[config.mk]
export PLATFORM = sky130hd
export DESIGN_NAME = s1_share_arb
export DESIGN_NICKNAME = d
export VERILOG_FILES = /design/src/rtl/s1_share_pkg.sv /design/src/rtl/s1_share_arb_rr_pick.sv /design/src/rtl/s1_share_arb.sv
export SDC_FILE = /design/constraint.sdc
export NUM_CORES = 1
export LEC_CHECK = 0
export ABC_AREA = 1
export CORE_AREA = 2 2 67 69
export DETAILED_ROUTE_END_ITERATION = 10
export DIE_AREA = 0 0 69 71
export PLACE_DENSITY = 0.82
export SKIP_LAST_GASP = 1
export SLEW_MARGIN = 20
export SYNTH_ARGS = -nofsm -noshare
export SYNTH_HDL_FRONTEND = slang
export SYNTH_SLANG_ARGS = --single-unit
[constraint.sdc]
create_clock -name clk -period 5.4 [get_ports clk]
set_input_delay 1.35 -clock clk [delete_from_list [all_inputs] [get_ports clk]]
set_output_delay 1.35 -clock clk [all_outputs]
set_load 0.1 [all_outputs]
[src/rtl/s1_share_pkg.sv]
// Shared types for the s1_share_arb logic-cell sequencer: FSM states and the
// 7-bit requester operand layout {d[3:0], a1, b1, a0}.
package s1_share_pkg;

    typedef enum logic [1:0] {
        IDLE    = 2'd0,
        ISSUE   = 2'd1,
        CAPTURE = 2'd2
    } state_e;

    localparam int OP_W       = 7;
    localparam int OP_A0_OFF  = 0;
    localparam int OP_B1_OFF  = 1;
    localparam int OP_A1_OFF  = 2;
    localparam int OP_D_OFF   = 3;

    typedef struct packed {
        logic [3:0] d;
        logic       a1;
        logic       b1;
        logic       a0;
    } op_t;

    function automatic op_t op_unpack(input logic [OP_W-1:0] raw);
        op_t op;
        op.d  = raw[OP_D_OFF +: 4];
        op.a1 = raw[OP_A1_OFF];
        op.b1 = raw[OP_B1_OFF];
        op.a0 = raw[OP_A0_OFF];
        return op;
    endfunction

endpackage

[src/rtl/s1_share_arb_rr_pick.sv]
// Combinational round-robin picker: first set req bit at or after ptr,
// wrapping from NUM_REQ-1 back to 0.
module rr_pick #(
    parameter int NUM_REQ = 4,
    parameter int ID_W    = $clog2(NUM_REQ)
) (
    input  logic [NUM_REQ-1:0] req,
    input  logic [ID_W-1:0]    ptr,
    output logic               any,
    output logic [ID_W-1:0]    win,
    output logic [NUM_REQ-1:0] onehot
);

    // Rotating priority search starting at ptr.
    always_comb begin
        int              idx_v;
        logic [ID_W-1:0] cand_v;
        any    = 1'b0;
        win    = '0;
        onehot = '0;
        idx_v  = 0;
        cand_v = '0;
        for (int k = 0; k < NUM_REQ; k++) begin
            idx_v = int'(ptr) + k;
            if (idx_v >= NUM_REQ) begin
                idx_v = idx_v - NUM_REQ;
            end else begin
                idx_v = idx_v;
            end
            cand_v = ID_W'(idx_v);
            if (!any && req[cand_v]) begin
                any = 1'b1;
                win = cand_v;
            end else begin
                any = any;
            end
        end
        if (any) begin
            onehot[win] = 1'b1;
        end else begin
            onehot = '0;
        end
    end

endmodule

[src/rtl/s1_share_arb.sv]
// Time-shares one registered 4:1 logic cell among NUM_REQ requesters:
// grant, issue the operand for one cycle, capture the result tagged with its owner.
module s1_share_arb
    import s1_share_pkg::*;
#(
    parameter int NUM_REQ = 4,
    parameter int ID_W    = $clog2(NUM_REQ),
    parameter int CNT_W   = 16
) (
    input  logic                    clk,
    input  logic                    clr,
    input  logic [NUM_REQ-1:0]      req,
    input  logic [NUM_REQ*OP_W-1:0] req_op,
    output logic [NUM_REQ-1:0]      grant,
    output logic [3:0]              cell_d,
    output logic                    cell_a0,
    output logic                    cell_a1,
    output logic                    cell_b1,
    input  logic                    cell_out,
    output logic                    rsp_valid,
    output logic [ID_W-1:0]         rsp_id,
    output logic                    rsp_data,
    output logic                    busy,
    output logic [CNT_W-1:0]        ops_done
);

    state_e             state_r;
    logic [ID_W-1:0]    ptr_r;
    logic [ID_W-1:0]    win_r;
    logic [NUM_REQ-1:0] grant_r;
    op_t                cell_op_r;
    logic               rsp_valid_r;
    logic [ID_W-1:0]    rsp_id_r;
    logic               rsp_data_r;
    logic               busy_r;
    logic [CNT_W-1:0]   ops_done_r;

    logic               pick_any_s;
    logic [ID_W-1:0]    pick_id_s;
    logic [NUM_REQ-1:0] pick_oh_s;
    logic [OP_W-1:0]    pick_raw_s;
    op_t                pick_op_s;
    logic [ID_W-1:0]    ptr_next_s;
    logic               arb_s;

    rr_pick #(
        .NUM_REQ (NUM_REQ),
        .ID_W    (ID_W)
    ) u_pick (
        .req    (req),
        .ptr    (ptr_r),
        .any    (pick_any_s),
        .win    (pick_id_s),
        .onehot (pick_oh_s)
    );

    // Winner operand select, next pointer, and whether this cycle may arbitrate.
    always_comb begin
        pick_raw_s = '0;
        for (int i = 0; i < NUM_REQ; i++) begin
            if (pick_id_s == ID_W'(i)) begin
                pick_raw_s = req_op[i*OP_W +: OP_W];
            end else begin
                pick_raw_s = pick_raw_s;
            end
        end
        pick_op_s = op_unpack(pick_raw_s);
        if (pick_id_s == ID_W'(NUM_REQ - 1)) begin
            ptr_next_s = '0;
        end else begin
            ptr_next_s = pick_id_s + ID_W'(1'b1);
        end
        if ((state_r == IDLE) || (state_r == CAPTURE)) begin
            arb_s = pick_any_s;
        end else begin
            arb_s = 1'b0;
        end
    end

    // FSM, grant/operand latch, response capture and completion counter.
    // ISSUE always lasts one cycle, so cell_op_r is loaded only on the grant edge.
    always_ff @(posedge clk) begin
        if (clr) begin
            state_r     <= IDLE;
            ptr_r       <= '0;
            win_r       <= '0;
            grant_r     <= '0;
            cell_op_r   <= '0;
            rsp_valid_r <= 1'b0;
            rsp_id_r    <= '0;
            rsp_data_r  <= 1'b0;
            busy_r      <= 1'b0;
            ops_done_r  <= '0;
        end else begin
            grant_r     <= '0;
            cell_op_r   <= '0;
            rsp_valid_r <= 1'b0;
            if (arb_s) begin
                ptr_r     <= ptr_next_s;
                win_r     <= pick_id_s;
                grant_r   <= pick_oh_s;
                cell_op_r <= pick_op_s;
            end
            case (state_r)
                IDLE: begin
                    state_r <= arb_s ? ISSUE : IDLE;
                    busy_r  <= arb_s;
                end
                ISSUE: begin
                    state_r <= CAPTURE;
                    busy_r  <= 1'b1;
                end
                CAPTURE: begin
                    rsp_valid_r <= 1'b1;
                    rsp_id_r    <= win_r;
                    rsp_data_r  <= cell_out;
                    ops_done_r  <= ops_done_r + CNT_W'(1'b1);
                    state_r     <= arb_s ? ISSUE : IDLE;
                    busy_r      <= arb_s;
                end
                default: begin
                    state_r <= IDLE;
                    busy_r  <= 1'b0;
                end
            endcase
        end
    end

    assign grant     = grant_r;
    assign cell_d    = cell_op_r.d;
    assign cell_a0   = cell_op_r.a0;
    assign cell_a1   = cell_op_r.a1;
    assign cell_b1   = cell_op_r.b1;
    assign rsp_valid = rsp_valid_r;
    assign rsp_id    = rsp_id_r;
    assign rsp_data  = rsp_data_r;
    assign busy      = busy_r;
    assign ops_done  = ops_done_r;

endmodule
==> results.cfg <==
[final_layout]
drive_gt1_frac = 0.1063
nNetsFinal = 388
n_antenna_cell = 0
syn_to_final_growth_pct = 38.94
final_util = 0.6542

[drt]
ant_nets = 0
drt-pass1-iter-count = 4
drc = 0
vias_per_cell = 4.835
drt_iter0_markers = 130
drt_wl_total_mm = 4.587
dr_total_vias = 1934
post_drt_wl_per_cell_um = 11.47

[timing]
hold_ws_ps = 465.9
max_slew_margin = 0.3472
finalSetupViolCount = 0
final_max_slew_viol_count = 0
grt_setup_unrepaired = false
fin_setup_tns_ps = 0
final.period_utilization = 0.6345
finalHoldViolations = 0
finalCriticalPeriod_ps = 3426
tightest_slew_ps = 976.1
clock.fmax_mhz = 291.9
fin_skew_ps = 5.717

[worst_setup_path]
worstPathMaxFanout = 8
start_kind = input pin
r2r_cells = 17
arrival_ps = 3660
critical_path_class = input pin to register
r2r_slack_ps = 2850
r2r-start = ptr_r[0]$_SDFFE_PP0P_
cp-end-kind = register
cp_data_required_time_ps = 5640
rr_endpoint = cell_a1$_SDFF_PP0_

[power_and_ir_drop]
powerDensity_mw_per_mm2 = 577.5
irDropWorstVdd_v = 0.0002758
fin_total_pwr_mw = 1.588
leakage_nw = 1.145

[yosys]
synth-edff-count = 0
synth_common_cells = 61 x nand2_1, 38 x dfxtp_1, 31 x nor2_1
yosysMostFrequentCell = nand2_1
syn-num-nets = 323
synth_area_sq_mm = 0.001979
synth_area_leader_cell = dfxtp_1
netlist.area_leader.share = 0.3843
ys_warn_count = 0
async_flop_share = 0
ys_types = 32
ys.flop_type = dfxtp_1
synth.area.top_cells = dfxtp_1 38%, nand2_1 12%, o21ai_0 6.6%, nor2_1 5.9%, inv_1 5.5%
ys_ff_latch = 38
yosysSeqAreaShare = 0.3843
syn_avg_cell_area_sq_um = 6.994
syn_inst = 283

[global_route]
overflow = 0
grt_pass1_wl_mm = 7.955
grt_max_degree = 16
grt.total_usage = 0.2008
grt_pass1_vias = 1838
antenna_found_initial = 0

[cts]
clkLatencyLatePin_ps = 290
cts_hold_buf = 0
post-cts-setup-buffers = 0
cts_root_buf = clkbuf_8
cts_tree = built
cts_max_path_buffers = 2
cts.sinks = 38
clk_pin_slew_ps = 70
cts_max_level = 2
cts_buffers = 5
cts-resized-gates = 0

[hold_path]
hold_depth = 2
whs_endpoint = win_r[0]$_SDFFE_PP0P_
hp-start = win_r[0]$_SDFFE_PP0P_
hold_class = register to register

[die]
rows = 24
start_util = 0.4708
core_region_area_sq_mm = 0.004204
die_area_sq_mm = 0.004899
pin_count = 67
die_height_um = 71
die_x_um = 69

[placed_design]
gp_congestion = 0.8574
hpwl_mm = 3.550
port-buffer-count = 66

[status]
outcome = finished, final reports clean

[flow_run]
drv_cap = 0
worst max-delay path, cell delays in order:
cell             delay, ps
clkdlybuf4s50_1        420
inv_1                   60
nand2_1                 60
nand3_1                140
nand2_2                 90
nor2_4                 150
nand3_2                110
nand2_1                130
inv_1                   70
ha_1                   290
inv_1                  230
nand3_1                110
nand2_1                 90
o21ai_0                 80
nand2_1                 60
o21ai_0                100
nor2_2                 120
cells in the final DEF, fill, tap and decap left out:
master and count:
xnor2_1 1, nand3_1 21, a21oi_1 20, nand2_1 61, bufinv_16 1, nor3_1 3
nand4_1 2, nor2_1 31, nand2_4 1, nor2_4 2, or2_2 2, nand3_2 1
ha_1 5, xor2_1 4, clkinv_1 1, nand2_2 7, clkdlybuf4s50_1 66, nor2_2 11
o21a_1 1, dfxtp_1 38, o21ai_1 1, inv_2 3, inv_4 1, o21ai_0 26
inv_6 1, clkbuf_8 6, nor3_2 1, inv_1 29, a31oi_1 1
per-stage QoR:
stage               setup WS, ps  cells  instance area [sq um]
finish                      1974    400                   2750
global route                1669    400                   2750
CTS                         1969    400                   2750
detailed placement          1674    393                   2638
global placement            1755    393                   2638
floorplan                   2392    283                   1979
flip-flops by register name (all words and copies together), names as in the netlist:
signal,count
busy,1
cell_d,4
rsp_valid,1
cell_a0,1
state_r,2
win_r,2
rsp_data,1
cell_a1,1
grant,4
cell_b1,1
ptr_r,2
ops_done,16
rsp_id,2
per-layer routing:
| metal | up-vias | wire, um | global-route usage |
|---|---|---|---|
| met1 | 828 | 2053 | 0.2418 |
| met4 | 0 | 79 | 0.08497 |
| met3 | 7 | 352 | 0.05698 |
| met5 | - | 0 | 0 |
| met2 | 74 | 2102 | 0.3376 |
| li1 | 1025 | - | - |
report_power, final:
group / total [mW] / switching, mW / internal [mW]
Clock: 0.247 / 0.0988 / 0.148
Combinational: 0.978 / 0.681 / 0.297
Sequential: 0.364 / 0.0308 / 0.333
worst max path at each step:
stage | startpoint | to | depth (start not counted)
2_1_floorplan | req[3] | cell_a1$_SDFF_PP0_ | 17
6_report | req[1] | cell_a1$_SDFF_PP0_ | 17
5_1_grt | req[1] | cell_d[0]$_SDFF_PP0_ | 17
4_1_cts | req[1] | cell_a1$_SDFF_PP0_ | 17
3_5_place_dp | req[1] | cell_a1$_SDFF_PP0_ | 17
3_3_place_gp | req[1] | cell_a1$_SDFF_PP0_ | 17
layout make-up:
| cell class | count | area [sq um] |
|---|---|---|
| fillers | 379 | 1454 |
| inverters | 35 | 138.9 |
| flip-flops and latches | 38 | 760.7 |
| multi-input cells | 202 | 1012 |
| well taps | 52 | 65.06 |
| repair buffers | 66 | 660.6 |
| clock inverters | 1 | 30.03 |
| clock buffers | 6 | 82.58 |
cells by family after synthesis:
kind of cell    share of synthesized area
simple gates                       0.3319
flops                              0.3843
fa+ha+maj                         0.03161
buf+inv                            0.1043
xor+xnor                          0.02212
compound gates                     0.1258
No activity file was read; power rests on OpenSTA's default activity.
